===== config.mk =====
export PLATFORM = sky130hd
export DESIGN_NAME = axil_regfile
export DESIGN_NICKNAME = d
export VERILOG_FILES = /design/src/rtl/axil_regfile.sv
export SDC_FILE = /design/constraint.sdc
export NUM_CORES = 1
export LEC_CHECK = 0
export ABC_AREA = 1
export BUFFER_PORTS_ARGS = -buffer_cell sky130_fd_sc_hd__buf_2
export CAP_MARGIN = 20
export CORE_AREA = 2 2 258 260
export CTS_CLUSTER_DIAMETER = 50
export DETAILED_ROUTE_END_ITERATION = 8
export DIE_AREA = 0 0 260 262
export PLACE_DENSITY = 0.7
export SYNTH_ARGS = -nofsm -noshare
export SYNTH_HDL_FRONTEND = slang
export SYNTH_SLANG_ARGS = --single-unit
export TNS_END_PERCENT = 100

===== constraint.sdc =====
create_clock -name aclk -period 5.5 [get_ports aclk]
set_input_delay 0.275 -clock aclk [delete_from_list [all_inputs] [get_ports aclk]]
set_output_delay 0.275 -clock aclk [all_outputs]
set_load 0.02 [all_outputs]

===== src/rtl/axil_regfile.sv =====
`default_nettype none
// ============================================================================
// Module      : axil_regfile
// Description : AXI4-Lite slave register file with live register outputs.
//               Define AXIL_REGFILE_WSTRB_EN for byte-strobe write merging.
// Revision    : 1.0 - initial release
// ============================================================================
module axil_regfile #(
    parameter int                        AXI_DATA_WIDTH = 32,
    parameter int                        AXI_ADDR_WIDTH = 32,
    parameter int                        NUM_REGS       = 16,
    parameter logic [AXI_ADDR_WIDTH-1:0] BASE_ADDR      = 32'h0000_0000
) (
    input  logic                        aclk,
    input  logic                        areset,
    input  logic [AXI_ADDR_WIDTH-1:0]   s_axil_awaddr,
    input  logic                        s_axil_awvalid,
    output logic                        s_axil_awready,
    input  logic [AXI_DATA_WIDTH-1:0]   s_axil_wdata,
    input  logic [AXI_DATA_WIDTH/8-1:0] s_axil_wstrb,
    input  logic                        s_axil_wvalid,
    output logic                        s_axil_wready,
    output logic [1:0]                  s_axil_bresp,
    output logic                        s_axil_bvalid,
    input  logic                        s_axil_bready,
    input  logic [AXI_ADDR_WIDTH-1:0]   s_axil_araddr,
    input  logic                        s_axil_arvalid,
    output logic                        s_axil_arready,
    output logic [AXI_DATA_WIDTH-1:0]   s_axil_rdata,
    output logic [1:0]                  s_axil_rresp,
    output logic                        s_axil_rvalid,
    input  logic                        s_axil_rready,
    output logic [AXI_DATA_WIDTH-1:0]   reg_out [NUM_REGS]
);

    localparam int c_STRB_W   = AXI_DATA_WIDTH / 8;
    localparam int c_ADDR_LSB = $clog2(c_STRB_W);
    localparam int c_IDX_W    = (NUM_REGS > 1) ? $clog2(NUM_REGS) : 1;
    localparam logic [AXI_ADDR_WIDTH-1:0] c_NUM_REGS = AXI_ADDR_WIDTH'(NUM_REGS);
    localparam logic [1:0] c_OKAY   = 2'b00;
    localparam logic [1:0] c_SLVERR = 2'b10;

    localparam logic [0:0] W_IDLE = 1'b0;
    localparam logic [0:0] W_RESP = 1'b1;
    localparam logic [0:0] R_IDLE = 1'b0;
    localparam logic [0:0] R_RESP = 1'b1;

    logic [AXI_DATA_WIDTH-1:0] r_regs [NUM_REGS];

    logic [0:0]                r_wstate, w_wstate_nxt;
    logic [0:0]                r_rstate, w_rstate_nxt;
    logic                      r_aw_held, r_w_held;
    logic [AXI_ADDR_WIDTH-1:0] r_awaddr;
    logic [AXI_DATA_WIDTH-1:0] r_wdata;
    logic [1:0]                r_bresp;
    logic [AXI_DATA_WIDTH-1:0] r_rdata;
    logic [1:0]                r_rresp;

    logic w_aw_hs, w_w_hs, w_ar_hs, w_commit;

    // Extra MSB of the difference is the borrow: set when addr < BASE_ADDR.
    logic [AXI_ADDR_WIDTH:0]   w_aw_diff, w_ar_diff;
    logic [AXI_ADDR_WIDTH-1:0] w_aw_idx, w_ar_idx;
    logic [c_IDX_W-1:0]        w_aw_sel, w_ar_sel;
    logic                      w_aw_ok, w_ar_ok;

    assign w_aw_diff = {1'b0, r_awaddr} - {1'b0, BASE_ADDR};
    assign w_ar_diff = {1'b0, s_axil_araddr} - {1'b0, BASE_ADDR};
    assign w_aw_idx  = w_aw_diff[AXI_ADDR_WIDTH-1:0] >> c_ADDR_LSB;
    assign w_ar_idx  = w_ar_diff[AXI_ADDR_WIDTH-1:0] >> c_ADDR_LSB;
    assign w_aw_sel  = w_aw_idx[c_IDX_W-1:0];
    assign w_ar_sel  = w_ar_idx[c_IDX_W-1:0];
    assign w_aw_ok   = !w_aw_diff[AXI_ADDR_WIDTH] && (w_aw_idx < c_NUM_REGS);
    assign w_ar_ok   = !w_ar_diff[AXI_ADDR_WIDTH] && (w_ar_idx < c_NUM_REGS);

    // Ready outputs are gated by areset so they stay low during reset.
    assign s_axil_awready = !areset && (r_wstate == W_IDLE) && !r_aw_held;
    assign s_axil_wready  = !areset && (r_wstate == W_IDLE) && !r_w_held;
    assign s_axil_arready = !areset && (r_rstate == R_IDLE);
    assign s_axil_bvalid  = (r_wstate == W_RESP);
    assign s_axil_rvalid  = (r_rstate == R_RESP);
    assign s_axil_bresp   = r_bresp;
    assign s_axil_rdata   = r_rdata;
    assign s_axil_rresp   = r_rresp;

    assign w_aw_hs  = s_axil_awvalid && s_axil_awready;
    assign w_w_hs   = s_axil_wvalid && s_axil_wready;
    assign w_ar_hs  = s_axil_arvalid && s_axil_arready;
    assign w_commit = (r_wstate == W_IDLE) && r_aw_held && r_w_held;

    always_ff @(posedge aclk) begin
        if (areset) begin
            r_wstate <= W_IDLE;
            r_rstate <= R_IDLE;
        end else begin
            r_wstate <= w_wstate_nxt;
            r_rstate <= w_rstate_nxt;
        end
    end

    always_comb begin
        w_wstate_nxt = r_wstate;
        case (r_wstate)
            W_IDLE:  if (w_commit) w_wstate_nxt = W_RESP;
            W_RESP:  if (s_axil_bready) w_wstate_nxt = W_IDLE;
            default: w_wstate_nxt = W_IDLE;
        endcase
    end

    always_comb begin
        w_rstate_nxt = r_rstate;
        case (r_rstate)
            R_IDLE:  if (w_ar_hs) w_rstate_nxt = R_RESP;
            R_RESP:  if (s_axil_rready) w_rstate_nxt = R_IDLE;
            default: w_rstate_nxt = R_IDLE;
        endcase
    end

    always_ff @(posedge aclk) begin
        if (areset) begin
            r_aw_held <= 1'b0;
            r_w_held  <= 1'b0;
            r_awaddr  <= '0;
            r_wdata   <= '0;
            r_bresp   <= '0;
        end else begin
            if (w_aw_hs) begin
                r_awaddr  <= s_axil_awaddr;
                r_aw_held <= 1'b1;
            end
            if (w_w_hs) begin
                r_wdata  <= s_axil_wdata;
                r_w_held <= 1'b1;
            end
            if (w_commit) begin
                r_aw_held <= 1'b0;
                r_w_held  <= 1'b0;
                r_bresp   <= w_aw_ok ? c_OKAY : c_SLVERR;
            end
        end
    end

`ifdef AXIL_REGFILE_WSTRB_EN
    logic [c_STRB_W-1:0] r_wstrb;

    always_ff @(posedge aclk) begin
        if (areset) begin
            r_wstrb <= '0;
        end else if (w_w_hs) begin
            r_wstrb <= s_axil_wstrb;
        end
    end

    always_ff @(posedge aclk) begin
        if (areset) begin
            for (int i = 0; i < NUM_REGS; i++) r_regs[i] <= '0;
        end else if (w_commit && w_aw_ok) begin
            for (int b = 0; b < c_STRB_W; b++) begin
                if (r_wstrb[b]) r_regs[w_aw_sel][8*b +: 8] <= r_wdata[8*b +: 8];
            end
        end
    end
`else
    logic w_unused_wstrb;
    assign w_unused_wstrb = ^s_axil_wstrb;

    always_ff @(posedge aclk) begin
        if (areset) begin
            for (int i = 0; i < NUM_REGS; i++) r_regs[i] <= '0;
        end else if (w_commit && w_aw_ok) begin
            r_regs[w_aw_sel] <= r_wdata;
        end
    end
`endif

    // Read samples r_regs before any same-edge commit lands (pre-write value).
    always_ff @(posedge aclk) begin
        if (areset) begin
            r_rdata <= '0;
            r_rresp <= '0;
        end else if (w_ar_hs) begin
            r_rdata <= w_ar_ok ? r_regs[w_ar_sel] : '0;
            r_rresp <= w_ar_ok ? c_OKAY : c_SLVERR;
        end
    end

    generate
        for (genvar gi = 0; gi < NUM_REGS; gi++) begin : g_reg_out
            assign reg_out[gi] = r_regs[gi];
        end
    endgenerate

endmodule
`default_nettype wire


Word level (Yosys, flattened, before mapping):

Memory sizes are Yosys's and may differ from the RTL's.
Index checks and enable logic that the tools add are counted.

* $lt $le $gt $ge: 2
* multiplexer cells: 17
* bitwise logic cells: 2
* reductions and logical operators: 15

Operators with widths (number)
* two-way mux 32 bit: 2
* less-than comparator 30 x 5 -> 1 bit, second input constant: 2
* OR reduction 32 bit: 1
* logical AND 1 bit: 10
* two-way mux 1 bit: 10
* two-way mux 2 bit: 2
* two-way mux 4 bit: 1
* case mux 1 bit (2 select lines): 2
* logical NOT 1 bit: 3
* NOT 1 bit: 2
* OR reduction 2 bit: 1

* register bits: 104
* bits in writable memories: 512
* input bits: 107
* output and inout port bits: 553
* logic and storage cells: 46
* memories kept: 1

Memories
* r_regs: depth 16, width 32, rd ports 17, clocked after memory_dff 0, wr ports 16, line 48 `logic [AXI_DATA_WIDTH-1:0] r_regs [NUM_REGS];`

Logic depth before layout (Yosys ltp):

Gate-level depths: netlist (run 1).

* word-level depth: 9
* depth in mapped cells: 11
* gate-level depth less buffers: 10

Least setup slack after synthesis (run 1):

No wires, ideal clock.

* path kind: reg-to-reg
* start point: register r_wstate, in the netlist s_axil_bvalid
* end point: memory r_regs[10][0] (enable)
* setup time: 466 ps
* arrival: 3596 ps
* required time: 5034 ps
* slack: 1438 ps
* cell stages (with the launch flop): 9
* buffers on the path: 1
* clock period less this slack: 4062 ps
* path through: dfxtp_1 nor2_2 nand2_1 nor2_1 nand2_1 nor2_4 nand4_2 clkbuf_1 o21ai_0

RTL lines
* from (decl): line 50 `logic [0:0] r_wstate, w_wstate_nxt;`
* from (signal assigned): line 96 `r_wstate <= w_wstate_nxt;`
* to (decl): line 48

==> results of run 1 <==
Yosys cell counts:
cell | count | share of area (%)
dfxtp_1 | 100 | 7.2
clkbuf_1 | 154 | 2.1
nand2_4 | 1 | 0.041
nor2_4 | 3 | 0.12
nand3_2 | 2 | 0.072
buf_6 | 22 | 0.90
nor2_2 | 4 | 0.091
nor3_2 | 161 | 5.8
conb_1 | 1 | 0.014
buf_2 | 32 | 0.58
o21ai_0 | 46 | 0.83
inv_2 | 2 | 0.027
nor3_1 | 98 | 1.8
edfxtp_1 | 512 | 56
inv_1 | 13 | 0.18
nand2_1 | 607 | 8.2
or2_2 | 1 | 0.023
nand4_2 | 2 | 0.091
nand2_2 | 4 | 0.091
nand3_1 | 505 | 9.1
nor2_1 | 291 | 4.0
buf_1 | 32 | 0.43
buf_4 | 13 | 0.35
clkinv_1 | 32 | 0.43
a21oi_1 | 99 | 1.8
layout by cell type, fill, tap and decap left out, types with 2 or more instances in the layout:
master and instances:
a21oi_1 99, buf_2 645, buf_4 46, bufinv_16 4
clkbuf_1 16, clkbuf_16 76, clkbuf_8 5, clkinv_1 40
clkinv_2 8, clkinv_4 3, clkinv_8 4, clkinvlp_4 5
conb_1 2, dfxtp_1 100, dlygate4sd3_1 63, edfxtp_1 512
inv_1 8, inv_2 2, inv_4 2, inv_6 6
inv_8 6, nand2_1 592, nand2_2 13, nand2_4 7
nand3_1 505, nand3_2 2, nand4_4 2, nor2_1 291
nor2_2 4, nor2_4 3, nor3_1 98, nor3_2 161
o21ai_0 38, o21ai_4 8
report_power, final:
part / switching (uW) / internal [uW] / total (uW) / leakage, uW
Sequential: 110 / 5170 / 5280 / 0.00610
Clock: 2040 / 2840 / 4890 / 0.00118
Combinational: 934 / 294 / 1230 / 0.00609
layout make-up:
class	count	area share [%]
Tap cell	864	3.14
Clock inverter	41	1.20
Multi-Input combinational cell	1826	26.3
Clock buffer	97	5.90
Inverter	47	0.567
Timing Repair Buffer	757	12.4
Sequential cell	612	50.5
metrics by stage:
stage                     power [uW]  instance area (um^2)  std cells  hold WS, ns  util [%]
after global placement          6530                 31300       4042        0.446      48.0
after detailed placement        6540                 31300       4042        0.447      48.0
after floorplan                 6050                 27600       2738        0.386         -
after CTS                      11400                 34400       4243       0.0451      52.7
after global routing           11700                 34400       4244       0.0753      52.7
final                          11400                 34400       4244       0.0838      52.7
tightest hold or removal path, stage by stage:
cell     delay [ns]
buf_2          0.10
o21ai_0        0.11
a21oi_1        0.15
final timing paths:
path / to / cells past startpoint
max: r_regs[15][17] / 8
min reg2reg: r_awaddr[17] / 2
max reg2reg: r_regs[15][17] / 8
min: r_wdata[1] / 3
state kept, by name, indices dropped and copies added (netlist names):
signal / count
s_axil_rdata: 32
r_aw_held: 1
s_axil_bvalid: 1
s_axil_rresp: 1
r_w_held: 1
s_axil_bresp: 1
r_wdata: 32
r_awaddr: 30
r_regs: 512
s_axil_rvalid: 1
logic make-up (layout without fill, tap and decap cells):
family          count (synthesis)  in the layout
simple gates                 1679           1679
buf+inv                       300            942
flops                         612            612
other cells                     1              2
compound gates                145            145
what timing repair did:
item	CTS	global route
hold buffers	63	0
gates resized for setup	0	0
buffers inserted	0	0
hold endpoints to repair	63	0
metal layers:
metal | share of wire (%) | vias to the layer above | GRT usage [%] | wire [um]
li1 | - | 10600 | - | -
met5 | 0 | - | 0 | 0
met2 | 46 | 1879 | 48.1 | 50900
met3 | 12 | 352 | 8.24 | 13700
met4 | 5.0 | 0 | 15.6 | 5540
met1 | 37 | 12000 | 40.6 | 40700
==> flow_summary_export.csv, run 1 <==
group,metric,value,unit
place,pre_cts_slack,1.62,ns
yosys,ys_types,25,
yosys,synth_seq_cells,612,
routing,drt_iter0_markers,3274,
sta,fin_ws,2.03,ns
routing,drt-pass1-iter-count,6,
power,powerDensity,331,nW/um^2
cts,cts_made_buffers,74,
worst_setup_path,cp_top_family,"simple AND/OR/NAND/NOR gates",
global_route,grt.overflow.total,0,
worst_setup_path,cp_slowest_cell,"o21ai_4",
worst_setup_path,crit_start,"r_awaddr[26]",
yosys,synth_compound_area_share,2.63,%
global_route,grt_pass1_wl,154,mm
cts,cts_tree,"done",
sta,max_freq,288,MHz
layout,syn_to_final_growth,24.5,%
cts,clk_pin_slew_worst_paths,0.06,ns
worst_setup_path,worstPathMaxFanout,37,
worst_setup_path,worstSetupPathType,"flip-flop to flip-flop",
sta,skew,0.0271,ns
worst_setup_path,r2r_setup_slack,2.03,ns
yosys,synth_top_family_by_area,"simple AND/OR/NAND/NOR gates",
job,cap_violations,0,
min_path,hold_class,"input pin to flip-flop",
power,leakagePower,0.0134,uW
sta,slew_viol_final,0,
cts,cts.sinks,612,
sta,worstMarginPinSlew,1.16,ns
routing,wl_per_cell,26.1,um
place,gp_congestion,0.868,
yosys,post_synth_fa_ha_maj_area_fraction,0,%
layout,final_net_count,3425,
worst_setup_path,crit_buf_inv,1,
floorplanning,die_area,68100,um^2
power,peakVddDrop,0.254,mV
yosys,synth_seq_area_share,62.9,%
layout,fill_cells,5843,
cts,cts_root_buf,"clkbuf_16",
sta,hold_viol,0,
routing,vias,24900,
sta,period_share,63.1,%
layout,diodes,0,
routing,drcViolationCount,0,
min_path,hp-start,"s_axil_wdata[1]",
layout,regArea,17400,um^2
worst_setup_path,cp_data_arrival_time,3.77,ns
floorplanning,die_w,260,um
layout,multi_input_area,9050,um^2
sta,tns,0,ns
floorplanning,io_pins,660,
yosys,yosys_warnings,0,
global_route,first_global_vias,22600,
place,io_buffer_count,649,
yosys,syn-cell-area,27600,um^2
sta,finalCriticalPeriod,3.47,ns
yosys,avgSynthCellArea,10.1,um^2
cts,clk_latency,0.62,ns
cts,cts_htree_levels,3,
floorplanning,core_area,65300,um^2
floorplanning,num_rows,94,
worst_setup_path,start_kind,"flip-flop",
sta,setup_viol,0,
worst_setup_path,path_cells,"nor2_1 -> nand2_1 -> nor2_1 -> nand2_1 -> nor2_4 -> nand4_4 -> o21ai_4 -> buf_4",
floorplanning,chipHeight,262,um
routing,wl,111,mm
floorplanning,initial_core_util,42.3,%
sta,rsz0062_at_grt,"false",
global_route,grt_max_degree,130,
sta,relSlewSlack,22.9,%
worst_setup_path,worst_setup_path_end_kind,"flip-flop",
outcome,outcome,"finished, final reports clean",
yosys,syn_inst,2737,
global_route,antenna_found_initial,0,
worst_setup_path,reg2reg_from,"r_awaddr[26]",
worst_setup_path,crit_required,5.80,ns
yosys,synth_mux_area_share,0,%
routing,ant_nets,0,
cts,cts_buffer_depth,3,
global_route,grt.total_usage,31.1,%
place,hpwl,68.7,mm
yosys,synth_simple_gate_area_share,29.5,%
layout,layout-drive-gt1-share,30.1,%
worst_setup_path,slowest_delay,1.10,ns
yosys,synth_xor_area_share,0,%
routing,vias_per_cell,5.87,
Note: power is estimated with default switching activity, not from simulation.
==> run 2, diff against run 1 <==
Settings changed: ABC_AREA 1 to 0, CORE_AREA 2 2 258 260 to 2 2 260 262, DIE_AREA 0 0 260 262 to 0 0 262 264.
Clock period 5.5 ns to 2.8 ns, I/O delays scaled along.
==> run 2 against run 1 <==
  * Clock skew increased by 0.0066 ns
  * Sequential share of layout area rose by 0.44 points
  * Hold slack lost 0.029 ns
  * Worst setup slack lost 1.5 ns
  * Via count fell by 14%
  * Sequential power is 95% higher
  * Register-to-register slack worse by 1.5 ns
  * Non-clock buffer count is 68 higher
  * Count of clock-buffer cells in the layout fell by 10
  * Critical path depth decreased by 2
  * Total power up 92%
  * Combinational power grew 76%
  * Largest power group unchanged
==> flow_summary_export.csv, run 2 <==
group,metric,value,unit
floorplanning,core_area,66600,um^2
global_route,grt_max_degree,56,
layout,multi_input_area,8210,um^2
routing,drt_iter0_markers,2069,
layout,syn_to_final_growth,28.5,%
routing,wl_per_cell,27.6,um
sta,tns,0,ns
floorplanning,chipHeight,264,um
routing,vias,21300,
job,cap_violations,0,
cts,cts_setup_buffers,0,
worst_setup_path,cp_data_arrival_time,2.56,ns
floorplanning,die_w,262,um
floorplanning,num_rows,95,
routing,ant_nets,0,
yosys,synth_top_area_share,57.9,%
global_route,grt.total_usage,29.7,%
sta,setup_viol,0,
place,postPlaceCellArea,31000,um^2
min_path,hold_class,"input pin to flip-flop",
sta,period_share,82.4,%
cts,cts_root_buf,"clkbuf_16",
yosys,ys_types,39,
cts,clk_latency,0.62,ns
cts,cts_made_buffers,73,
sta,max_freq,433,MHz
layout,regMostFlops,"r_regs",
worst_setup_path,worstSetupPathType,"flip-flop to flip-flop",
routing,drcViolationCount,0,
power,comb_power_share,9.9,%
outcome,outcome,"finished, final reports clean",
sta,hold_ws,0.0548,ns
layout,layout-drive-gt1-share,33.3,%
cts,cts_resized,0,
routing,drt-pass1-iter-count,6,
power,powerDensity,643,nW/um^2
global_route,grt_pass1_wl,147,mm
cts,cts.sinks,612,
yosys,syn-cell-area,26500,um^2
yosys,synth_edf_count,512,
sta,relSlewSlack,32.5,%
yosys,synth_seq_cells,612,
global_route,grt.overflow.total,0,
sta,hold_viol,0,
yosys,avgSynthCellArea,12.2,um^2
power,leakagePower,0.0134,uW
yosys,syn_inst,2174,
layout,final_cell_mix,"buf_2 (646), nor2_1 (563), edfxtp_1 (512)",
cts,cts_buffer_depth,3,
place,hpwl,75.3,mm
sta,slew_viol_final,0,
sta,worstMarginPinSlew,1.01,ns
power,power_frac_clock,43.0,%
power,power_frac_seq,47.2,%
place,io_buffer_count,649,
layout,final_common_cell,"buf_2",
global_route,first_global_vias,21300,
sta,rsz0062_at_grt,"false",
yosys,ys.flop_type,"edfxtp_1",
layout,design_area,34100,um^2
yosys,synth_seq_area_share,65.5,%
global_route,antenna_found_initial,3,
layout,regArea,17400,um^2
sta,finalCriticalPeriod,2.31,ns
floorplanning,die_area,69200,um^2
routing,wl,105,mm
cts,cts_tree,"done",
yosys,synthTopCellsByCount,"nor2_1 (563), edfxtp_1 (512), mux2i_1 (192)",
cts,cts_htree_levels,3,
yosys,synthArstFlopShare,0,%
place,gp_congestion,0.936,
worst_setup_path,crit_required,3.05,ns
yosys,synthTopCellsByArea,"edfxtp_1 (58%), nor2_1 (8.0%), dfxtp_1 (7.5%)",
power,p_int,16300,uW
power,switching_share,25.5,%
yosys,yosys_warnings,0,
worst_setup_path,worst_setup_path_end_kind,"flip-flop",
worst_setup_path,start_kind,"flip-flop",
yosys,yosysTopAreaCell,"edfxtp_1",
layout,final_net_count,2965,
sta,skew,0.0336,ns
layout,fill_cells,5696,
worst_setup_path,worstPathMaxFanout,32,
layout,diodes,0,
floorplanning,io_pins,660,
power,peakVddDrop,0.494,mV
layout,largest_reg_flops,512,
floorplanning,initial_core_util,39.9,%
yosys,yosysMostFrequentCell,"nor2_1",
power,power_switching,5600,uW
cts,clk_pin_slew_worst_paths,0.06,ns
routing,vias_per_cell,5.63,
-- run 2: cell types whose count changed after synthesis, sizes merged, moves of 34 or more --
cell / before / now
nor4: 0 / 44
a21oi: 99 / 63
mux2i: 0 / 192
o22ai: 0 / 64
nand2b: 0 / 54
nand2: 612 / 161
nor2: 298 / 564
nor3: 259 / 10
a211oi: 0 / 34
nand3: 507 / 16
-- run 2: per-stage QoR --
step / utilization, % / power, uW / setup slack (ns) / instances
after floorplan: - / 11700 / 0.355 / 2175
after global placement: 46.6 / 12600 / 0.508 / 3587
after detailed placement: 46.6 / 12600 / 0.526 / 3587
after CTS: 51.2 / 22000 / 0.506 / 3785
after global routing: 51.2 / 22500 / 0.405 / 3785
final: 51.2 / 21900 / 0.492 / 3785
-- run 2: power groups by stage --
| stage | sequential, uW | combinational, uW | clock, uW |
|---|---|---|---|
| 5_1_grt | 10400 | 2270 | 9880 |
| 2_1_floorplan | 10800 | 856 | 0 |
| 3_3_place_gp | 10500 | 2070 | 0 |
| 4_1_cts | 10300 | 2160 | 9540 |
| 3_5_place_dp | 10500 | 2080 | 0 |
| 6_report | 10300 | 2160 | 9420 |
-- run 2: cell families after synthesis --
group	Yosys count	share of synthesized area, %
multiplexers	224	9.96
buffers and inverters	219	3.87
other	1	0.0141
AND/OR/NAND/NOR	891	14.5
flip-flops	612	65.5
AO/OA/AOI/OAI	227	6.24
-- run 2: timing repair --
item,4_1_cts,5_1_grt
hold endpoints to repair,66,0
endpoints found under the setup margin,0,0
hold buffers,69,0
-- run 2: path summary, 6_finish.rpt --
kind                      from       endpoint  slack (ns)  cells past startpoint
setup / recovery  r_awaddr[17]  r_regs[0][15]        0.49                      6
hold / removal          areset  s_axil_bvalid        0.05                      2
setup reg to reg  r_awaddr[17]  r_regs[0][15]        0.49                      6
hold reg to reg    r_wdata[31]    r_wdata[31]        0.46                      2
-- run 2: final cells by class --
| class | instances | share of cell area (%) |
|---|---|---|
| Sequential cell | 612 | 51.0 |
| Timing Repair Buffer | 825 | 14.8 |
| Inverter | 2 | 0.0220 |
| Tap cell | 873 | 3.20 |
| Clock buffer | 87 | 5.75 |
| Clock inverter | 42 | 1.24 |
| Multi-Input combinational cell | 1344 | 24.1 |
-- run 2: routing by layer --
| metal | vias to the layer above | global-route usage, % | wire (um) |
|---|---|---|---|
| met5 | - | 0 | 0 |
| met4 | 0 | 16.4 | 6400 |
| met3 | 301 | 7.92 | 10600 |
| met2 | 1391 | 51.8 | 52500 |
| met1 | 10500 | 32.7 | 35000 |
| li1 | 9142 | - | - |
-- run 2: critical path, stage by stage, from the launching register on --
cell and delay (ns):
dfxtp_1 0.31, nor4_1 0.30, and4_1 0.25, buf_4 0.27, nand3_2 0.16, nand2b_2 0.09
buf_4 0.46
